===== src/rtl/obzpu_bank_if.sv =====
// obzpu_bank_if: bus bundle between core logic and the obzpu_bank pad bank.
//
// Signals:
//   d     core -> bank   data to drive (WIDTH bits)
//   t     core -> bank   tristate request (1 = release, 0 = request drive)
//   gts   core -> bank   global tristate, forces pads off combinationally
//   o     bank -> pads   resolved pad value (strong data or weak level)
//   oe    bank -> core   drivers enabled
//   busy  bank -> core   bank is in a turnaround dead-time state
//
// Modports: master (core side) and slave (the bank itself).
interface obzpu_bank_if #(
    parameter int WIDTH = 8
);
    logic [WIDTH-1:0] d;
    logic             t;
    logic             gts;
    logic [WIDTH-1:0] o;
    logic             oe;
    logic             busy;

    modport master (
        output d, t, gts,
        input  o, oe, busy
    );

    modport slave (
        input  d, t, gts,
        output o, oe, busy
    );
endinterface


===== src/rtl/obzpu_bank.sv =====
// obzpu_bank: registered multi-bit tristate output bank with a weak level on
// every released pad and a programmable bus-turnaround dead time.
//
// Parameters:
//   WIDTH  number of pad channels (1..64)
//   DEAD   dead-time cycles before driving and after releasing (0..15)
//
// Ports:
//   clk    clock, all state changes on the rising edge
//   rst    asynchronous active-high reset; releases the pads at once
//   bus    obzpu_bank_if.slave: d, t, gts in; o, oe, busy out
//
// Optional feature: define OBZPU_BANK_KEEPER_EN to replace the weak pull-up
// with a weak bus keeper that holds the last driven value on released pads.
//
// o is the resolved pad value as seen by the core: the registered data when
// the drivers are enabled, otherwise the weak level (pull-up or keeper).
module obzpu_bank #(
    parameter int WIDTH = 8,
    parameter int DEAD  = 2
) (
    input  logic         clk,
    input  logic         rst,
    obzpu_bank_if.slave  bus
);

    typedef enum logic [1:0] {
        HIZ     = 2'd0,
        ARM     = 2'd1,
        DRIVE   = 2'd2,
        RELEASE = 2'd3
    } state_t;

    localparam bit         DEAD_ZERO = (DEAD == 0);
    localparam logic [3:0] DEAD_M1   = (DEAD == 0) ? 4'd0 : 4'(DEAD - 1);

    state_t           state_reg, state_next;
    logic [3:0]       cnt_reg, cnt_next;
    logic [WIDTH-1:0] dq_reg;
    logic [WIDTH-1:0] weak_val;
    logic             start_req;
    logic             stop_req;
    logic             drive_en;

    assign start_req = !bus.t && !bus.gts;
    assign stop_req  = bus.t || bus.gts;

    // ------------------------------------------------------------------
    // State register
    // ------------------------------------------------------------------
    always_ff @(posedge clk or posedge rst) begin
        if (rst) begin
            state_reg <= HIZ;
            cnt_reg   <= 4'd0;
        end else begin
            state_reg <= state_next;
            cnt_reg   <= cnt_next;
        end
    end

    // ------------------------------------------------------------------
    // Next-state logic
    // ------------------------------------------------------------------
    always_comb begin
        state_next = state_reg;
        cnt_next   = cnt_reg;
        case (state_reg)
            HIZ: begin
                if (start_req) begin
                    if (DEAD_ZERO) begin
                        state_next = DRIVE;
                    end else begin
                        state_next = ARM;
                        cnt_next   = DEAD_M1;
                    end
                end
            end
            ARM: begin
                if (stop_req) begin
                    state_next = HIZ;
                    cnt_next   = 4'd0;
                end else if (cnt_reg == 4'd0) begin
                    state_next = DRIVE;
                end else begin
                    cnt_next = cnt_reg - 4'd1;
                end
            end
            DRIVE: begin
                // t and gts together still produce a single release.
                if (stop_req) begin
                    if (DEAD_ZERO) begin
                        state_next = HIZ;
                    end else begin
                        state_next = RELEASE;
                        cnt_next   = DEAD_M1;
                    end
                end
            end
            RELEASE: begin
                // t/gts are ignored while counting down. On the final edge the
                // bank is back in Hi-Z, and that same edge is also treated as a
                // Hi-Z sample, so an already pending drive request enters ARM
                // directly. This gives the earliest re-drive at m + 2*DEAD
                // while keeping the Hi-Z gap at least DEAD cycles.
                if (cnt_reg == 4'd0) begin
                    if (start_req) begin
                        state_next = ARM;
                        cnt_next   = DEAD_M1;
                    end else begin
                        state_next = HIZ;
                    end
                end else begin
                    cnt_next = cnt_reg - 4'd1;
                end
            end
            default: begin
                state_next = HIZ;
                cnt_next   = 4'd0;
            end
        endcase
    end

    // ------------------------------------------------------------------
    // Data register: loads every edge, independent of state
    // ------------------------------------------------------------------
    always_ff @(posedge clk or posedge rst) begin
        if (rst) begin
            dq_reg <= '0;
        end else begin
            dq_reg <= bus.d;
        end
    end

    // ------------------------------------------------------------------
    // Weak level on released pads
    // ------------------------------------------------------------------
`ifdef OBZPU_BANK_KEEPER_EN
    logic [WIDTH-1:0] kq_reg;

    // Keeper tracks what is being driven; all-ones after reset so the
    // released pad reads the same as in pull-up mode.
    always_ff @(posedge clk or posedge rst) begin
        if (rst) begin
            kq_reg <= '1;
        end else if (state_reg == DRIVE) begin
            kq_reg <= dq_reg;
        end
    end

    assign weak_val = kq_reg;
`else
    assign weak_val = '1;
`endif

    // ------------------------------------------------------------------
    // Outputs. gts gates the registered enable combinationally so the
    // drivers drop in the same cycle gts rises; reset clears state_reg
    // asynchronously with the same effect.
    // ------------------------------------------------------------------
    assign drive_en = (state_reg == DRIVE) && !bus.gts;
    assign bus.oe   = drive_en;
    assign bus.busy = (state_reg == ARM) || (state_reg == RELEASE);

    for (genvar gi = 0; gi < WIDTH; gi++) begin : g_pad
        assign bus.o[gi] = drive_en ? dq_reg[gi] : weak_val[gi];
    end

endmodule


===== src/flat_wrapper.sv =====
// flat-port wrapper written by rule: the top's interface ports become plain ports
module obzpu_bank_flat 
#(
    parameter int WIDTH = 8,
    parameter int DEAD  = 2
)
  (clk, rst, bus_d, bus_t, bus_gts, bus_o, bus_oe, bus_busy);
  obzpu_bank_if #(.WIDTH(WIDTH)) bus_i ();
  input  logic clk;
  input  logic rst;
  input wire logic [$bits(bus_i.d)-1:0] bus_d;
  input wire logic [$bits(bus_i.t)-1:0] bus_t;
  input wire logic [$bits(bus_i.gts)-1:0] bus_gts;
  output wire logic [$bits(bus_i.o)-1:0] bus_o;
  output wire logic [$bits(bus_i.oe)-1:0] bus_oe;
  output wire logic [$bits(bus_i.busy)-1:0] bus_busy;
  assign bus_i.d = bus_d;
  assign bus_i.t = bus_t;
  assign bus_i.gts = bus_gts;
  assign bus_o = bus_i.o;
  assign bus_oe = bus_i.oe;
  assign bus_busy = bus_i.busy;
  obzpu_bank #(.WIDTH(WIDTH), .DEAD(DEAD)) u_core (.clk(clk), .rst(rst), .bus(bus_i));
endmodule

===== config.mk =====
export PLATFORM = sky130hd
export DESIGN_NAME = obzpu_bank_flat
export DESIGN_NICKNAME = d
export VERILOG_FILES = /design/src/rtl/obzpu_bank_if.sv /design/src/rtl/obzpu_bank.sv /design/src/flat_wrapper.sv
export SDC_FILE = /design/constraint.sdc
export NUM_CORES = 1
export LEC_CHECK = 0
export CAP_MARGIN = 15
export CORE_AREA = 10 10 47 49
export DETAILED_ROUTE_END_ITERATION = 10
export DIE_AREA = 0 0 57 59
export DONT_BUFFER_PORTS = 1
export GPL_TIMING_DRIVEN = 0
export HOLD_SLACK_MARGIN = 0.05
export PLACE_DENSITY = 0.69
export SLEW_MARGIN = 25
export SYNTH_ARGS = -nofsm -noshare
export SYNTH_HDL_FRONTEND = slang
export SYNTH_SLANG_ARGS = --single-unit

===== constraint.sdc =====
create_clock -name clk -period 2.7 [get_ports clk]
set_input_delay 0.81 -clock clk [delete_from_list [all_inputs] [get_ports clk]]
set_output_delay 0.81 -clock clk [all_outputs]
set_load 0.03 [all_outputs]

==> impl_metrics.json, run 1 <==
{
  "cts.reportedPaths.clkPinSlew_ns": 0.09,
  "rsz0062_at_grt": "true",
  "cpMaxStageDelayCell": "nor3b_4",
  "coreArea_sq_mm": 0.001401,
  "utilization": 0.5107,
  "numPortBuffers": 0,
  "clockBufferDepth": 2,
  "fin_tns_setup_ns": 0,
  "vias": 418,
  "setup_violations": 0,
  "worstMarginPinSlew_ns": 0.6213,
  "async_flop_share": 1.000,
  "fmax_ghz": 0.3765,
  "drc": 0,
  "antenna_found_initial": 0,
  "synth-edff-count": 0,
  "switching_share": 0.3857,
  "critical_path_class": "flip-flop to output port",
  "wirelength_microns": 1289,
  "synth_cells": 54,
  "ff2ff_setup_slack_ns": 0.93,
  "crit_chain": "clkbuf_1 -> nor3b_4 -> nand2b_1",
  "post_drt_wl_per_cell_microns": 17.19,
  "critical_path_required_ns": 1.89,
  "powerDensity_mw_per_mm2": 1015,
  "post_cts_buffers": 0,
  "num_antenna_cells": 0,
  "p_leak_uw": 0.0003024,
  "grtUsageTotal": 0.07993,
  "syn-num-nets": 67,
  "fill_cells": 128,
  "cts_buffers": 3,
  "hold_viol": 0,
  "die_x_microns": 57,
  "routedLengthMet1_microns": 539,
  "drv_slew": 0,
  "cts_tree": "built",
  "synth-seq-cells": 14,
  "area_delta_synth_final_pct": 11.72,
  "power.share.sequential": 0.390,
  "largest_reg_flops": 8,
  "period_share": 0.9837,
  "vdd_drop_max_mv": 0.3225,
  "seqCellArea_sq_um": 350.3,
  "wl_met2_microns": 620,
  "clockRootBuffer": "clkbuf_4",
  "grt_pass1_vias": 444,
  "crit_path_start_kind": "flip-flop",
  "dr_wl_met3_microns": 99,
  "clk_latency_ns": 0.29,
  "cp-end-kind": "output port",
  "finalCriticalPeriod_ns": 2.656,
  "cts.sinks": 14,
  "yosysSeqAreaShare": 0.5469,
  "first_iter_violations": 14,
  "skew_ns": 0.005467,
  "dieArea_sq_mm": 0.003363,
  "p_clk_frac": 0.211,
  "synth_cell_types": 25,
  "hp-class": "input port to async pin",
  "cp_max_fo": 11,
  "syn_area_sq_um": 640.6,
  "drtPass1Iterations": 5,
  "status": "finished, final reports clean",
  "critPathMaxStageDelay_ns": 0.57,
  "switchingPower_uw": 280.0,
  "arrival_ns": 1.85,
  "p_int_uw": 446.0,
  "yosys_warnings": 0,
  "multiInputGateArea_sq_um": 286.5,
  "nets": 73,
  "combPwrFrac": 0.399,
  "syn_avg_cell_area_sq_um": 11.86,
  "holdBufCountCts": 0,
  "drive_above_1_share": 0.1695,
  "maxUsedRoutingLayer": "met4",
  "grt_remaining_overflow": 0,
  "grt_pass1_wl_microns": 2111,
  "grt_max_degree": 15,
  "place.gp.congestion": 0.7294,
  "pin_count": 22,
  "ys.flop_type": "dfrtp_1",
  "final_antenna_net_count": 0,
  "htree_levels": 1,
  "initial_core_util": 0.4571,
  "rows": 14,
  "die_y_microns": 59,
  "viasPerCell": 5.573,
  "slew_headroom": 0.5849,
  "cap_violations": 0,
  "hpwlAfterDp_microns": 929.3
}
[routing by layer]
metal / global-route usage / vias to the layer above
li1: - / 201
met1: 0.08199 / 197
met4: 0.05034 / 0
met5: 0 / -
met2: 0.1364 / 17
met3: 0.02790 / 3
[worst paths after layout]
check | from | to | depth (start not counted)
hold / removal | rst | u_core.cnt_reg[2] | 1
min in group clk | bus_d[6] | u_core.dq_reg[6] | 0
hold reg to reg | u_core.cnt_reg[1] | u_core.cnt_reg[1] | 1
setup reg to reg | u_core.cnt_reg[0] | u_core.cnt_reg[0] | 5
max in group asynchronous | rst | u_core.dq_reg[3] | 1
setup / recovery | u_core.state_reg[0] | bus_o[4] | 3
[timing repair]
action,CTS,global route
pin swaps,1,0
hold endpoints to repair,0,0
gates cloned,1,0
setup endpoints to repair,8,5
resized for setup,1,0
[metrics by stage]
step	worst slack (ns)	std cells	hold slack (ns)	cell area (sq um)	total power, uW
2_1_floorplan	0.04987	54	0.5055	640.6	518.5
3_3_place_gp	-0.1069	70	0.5363	660.6	553.2
3_5_place_dp	-0.1404	70	0.5437	660.6	561.4
4_1_cts	0.01727	75	0.4613	715.7	730.9
5_1_grt	-0.07203	75	0.4789	715.7	773.7
6_report	0.04397	75	0.4342	715.7	726.1
[placed cells by master (no fill, tap or decap), drive strengths merged, types with 2 or more instances in the layout]
master / n
clkbuf: 6
dfrtp: 14
inv: 4
nand2: 2
nand2b: 8
nor3: 3
nor3b: 3
nor4b: 2
o2bb2ai: 2
[worst max-delay path: cells and delay by family, from the launching register on]
family        cells  cell delay, ns
buf+inv           1            0.27
simple gates      2            0.92
flops             1            0.36
[layout make-up]
class                           instances  area share
Inverter                                4     0.02098
Sequential cell                        14      0.4895
Buffer                                  2     0.01049
Multi-Input combinational cell         35      0.4004
Tap cell                               16     0.02797
Clock buffer                            4     0.05070
[Yosys cell counts (all sizes together) (2+ instances only)]
| cell type | number | area (sq um) |
|---|---|---|
| inv | 4 | 15.01 |
| nor3b | 2 | 20.02 |
| dfrtp | 14 | 350.3 |
| o2bb2ai | 2 | 17.52 |
| nand2b | 8 | 50.05 |
| nor4b | 2 | 17.52 |
| nand2 | 2 | 7.510 |
| clkbuf | 2 | 7.510 |
| nor3 | 3 | 15.01 |
[cells by family (layout without fill, tap and decap cells)]
group                      count (synthesis)  count (layout)  share of synthesized area
muxes                                      2               2                    0.03320
adders and majority gates                  1               1                    0.01953
DFF                                       14              14                     0.5469
AOI/OAI and AO/OA                         11              11                     0.1601
and+or+nand+nor                           20              21                     0.2051
buffers and inverters                      6              10                    0.03515
[power by group through the flow]
stage	clock (uW)	combinational (uW)	sequential, uW
final	153	290	283
after global routing	167	319	288
after CTS	156	293	283
after detailed placement	0	277	284
after global placement	0	270	283
after floorplan	0	241	277
(Power assumes the default switching activity.)
==> run 2, diff against run 1 <==
--- a/config.mk
+++ b/config.mk
@@ -13,6 +13,7 @@
 export GPL_TIMING_DRIVEN = 0
 export HOLD_SLACK_MARGIN = 0.05
 export PLACE_DENSITY = 0.69
+export SETUP_SLACK_MARGIN = 0.15
 export SLEW_MARGIN = 25
 export SYNTH_ARGS = -nofsm -noshare
 export SYNTH_HDL_FRONTEND = slang
==> run 2 against run 1 <==
Critical endpoint is now bus_o[0]. Cell count grew 1.3%. Highest routed layer unchanged. Total power increased by 3.9%. First-iteration DRC count fell by 43%. Largest cell class unchanged.
==> impl_metrics.json, run 2 (same netlist as run 1, synthesis figures left out) <==
{
  "cp-end-kind": "output port",
  "hold_slack_ns": 0.4467,
  "vias": 426,
  "clockBufferDepth": 2,
  "fill_cells": 121,
  "clockRootBuffer": "clkbuf_4",
  "critical_path_required_ns": 1.89,
  "postLayoutCellArea_sq_um": 772.0,
  "power.share.sequential": 0.381,
  "drtPass1Iterations": 4,
  "first_iter_violations": 8,
  "drive_above_1_share": 0.3000,
  "slew_headroom": 0.4099,
  "cpMaxStageDelayCell": "nor3b_4",
  "finalCriticalPeriod_ns": 2.532,
  "reg2reg_from": "u_core.cnt_reg[0]",
  "hp-class": "input port to async pin",
  "fin_tns_setup_ns": 0,
  "p_leak_uw": 0.0003393,
  "critPathMaxStageDelay_ns": 0.72,
  "crit_path_start_kind": "input port",
  "critPathTopFamily": "simple AND/OR/NAND/NOR gates",
  "p_int_uw": 473.2,
  "powerDensity_mw_per_mm2": 976.9,
  "skew_ns": 0.002988,
  "period_share": 0.9377,
  "cp_max_fo": 8,
  "final_antenna_net_count": 0,
  "numPortBuffers": 0,
  "die_x_microns": 57,
  "switching_share": 0.3726,
  "grt_pass1_wl_microns": 2028,
  "coreArea_sq_mm": 0.001401,
  "setup_violations": 0,
  "utilization": 0.5509,
  "grt_remaining_overflow": 0,
  "worstPathBufferInverterCount": 0,
  "pin_count": 22,
  "num_antenna_cells": 0,
  "final_cell_mix": "dfrtp_1 (13), nand2b_4 (5), inv_1 (4)",
  "cts.reportedPaths.clkPinSlew_ns": 0.08,
  "holdBufCountCts": 0,
  "layout_commonest_cell": "dfrtp_1",
  "place_inst": 70,
  "dieArea_sq_mm": 0.003363,
  "drc": 0,
  "crit_chain": "nor3b_4 -> nand2b_4",
  "post_drt_wl_per_cell_microns": 17.05,
  "antenna_found_initial": 0,
  "largest_reg_flops": 8,
  "cts_tree": "built",
  "grt_pass1_vias": 417,
  "combPwrFrac": 0.425,
  "worstMarginPinSlew_ns": 0.8842,
  "vdd_drop_max_mv": 0.4943,
  "place.gp.congestion": 0.7626,
  "cts.sinks": 14,
  "place_area_sq_um": 666.9,
  "switchingPower_uw": 281.0,
  "clk_latency_ns": 0.28,
  "fin_cells": 76,
  "hpwlAfterDp_microns": 950.5,
  "rsz0062_at_grt": "true",
  "ff2ff_setup_slack_ns": 0.95,
  "nets": 74,
  "p_clk_frac": 0.194,
  "wirelength_microns": 1296,
  "cap_violations": 0,
  "hold_viol": 0,
  "grtUsageTotal": 0.07729,
  "fmax_ghz": 0.3950,
  "drv_slew": 0,
  "cts_buffers": 3,
  "critical_path_class": "input port to output port",
  "grt_max_degree": 15,
  "initial_core_util": 0.4571,
  "area_delta_synth_final_pct": 20.51,
  "die_y_microns": 59,
  "rows": 14,
  "status": "finished, final reports clean",
  "htree_levels": 1,
  "viasPerCell": 5.605,
  "arrival_ns": 1.72,
  "r2r_cells": 5
}
run 2: changes by cell type in the layout (fill, tap and decap cells not counted), sizes merged:
cell and delta:
buf +1
run 2: worst max path at each step:
stage	slack, ns	cells past startpoint	to	start
2_1_floorplan	0.27	2	bus_o[0]	bus_gts
4_1_cts	0.15	2	bus_o[0]	bus_gts
5_1_grt	0.12	3	bus_o[2]	u_core.state_reg[0]
6_report	0.17	2	bus_o[0]	bus_gts
3_5_place_dp	0.15	2	bus_o[0]	bus_gts
3_3_place_gp	0.16	2	bus_o[3]	bus_gts
run 2: power by group through the flow:
stage | Sequential (uW) | Combinational, uW | Clock, uW
detailed placement | 287 | 281 | 0
CTS | 287 | 324 | 150
finish | 287 | 321 | 146
global route | 293 | 355 | 160
floorplan | 278 | 247 | 0
global placement | 285 | 277 | 0
run 2: stage by stage:
step	worst slack, ns	total power (uW)
final	0.1683	754.2
after global routing	0.1239	807.8
after CTS	0.1501	760.6
after detailed placement	0.1510	568.2
after global placement	0.1589	561.7
after floorplan	0.2699	524.7
run 2: per-layer routing:
metal | up-vias | part of all wire | track usage
met5 | - | 0 | 0
met4 | 0 | 0.0054 | 0.02013
met3 | 2 | 0.10 | 0.05150
met2 | 20 | 0.46 | 0.1209
met1 | 200 | 0.43 | 0.08447
li1 | 204 | - | -
run 2: cell type report:
class	instances	area, sq um	area share
Buffer	2	17.52	0.02269
Clock buffer	4	36.28	0.04700
Inverter	4	15.01	0.01945
Multi-Input combinational cell	35	324.1	0.4198
Sequential cell	14	351.6	0.4554
Tap cell	16	20.02	0.02593
Timing Repair Buffer	1	7.507	0.009724
run 2: repair_timing:
| action | CTS | global route |
|---|---|---|
| buffers inserted | 1 | 0 |
| pin swaps | 1 | 0 |
| resized for setup | 14 | 0 |
| cloned | 1 | 0 |
| endpoints found under the hold margin | 0 | 0 |
| endpoints found under the setup margin | 8 | 5 |
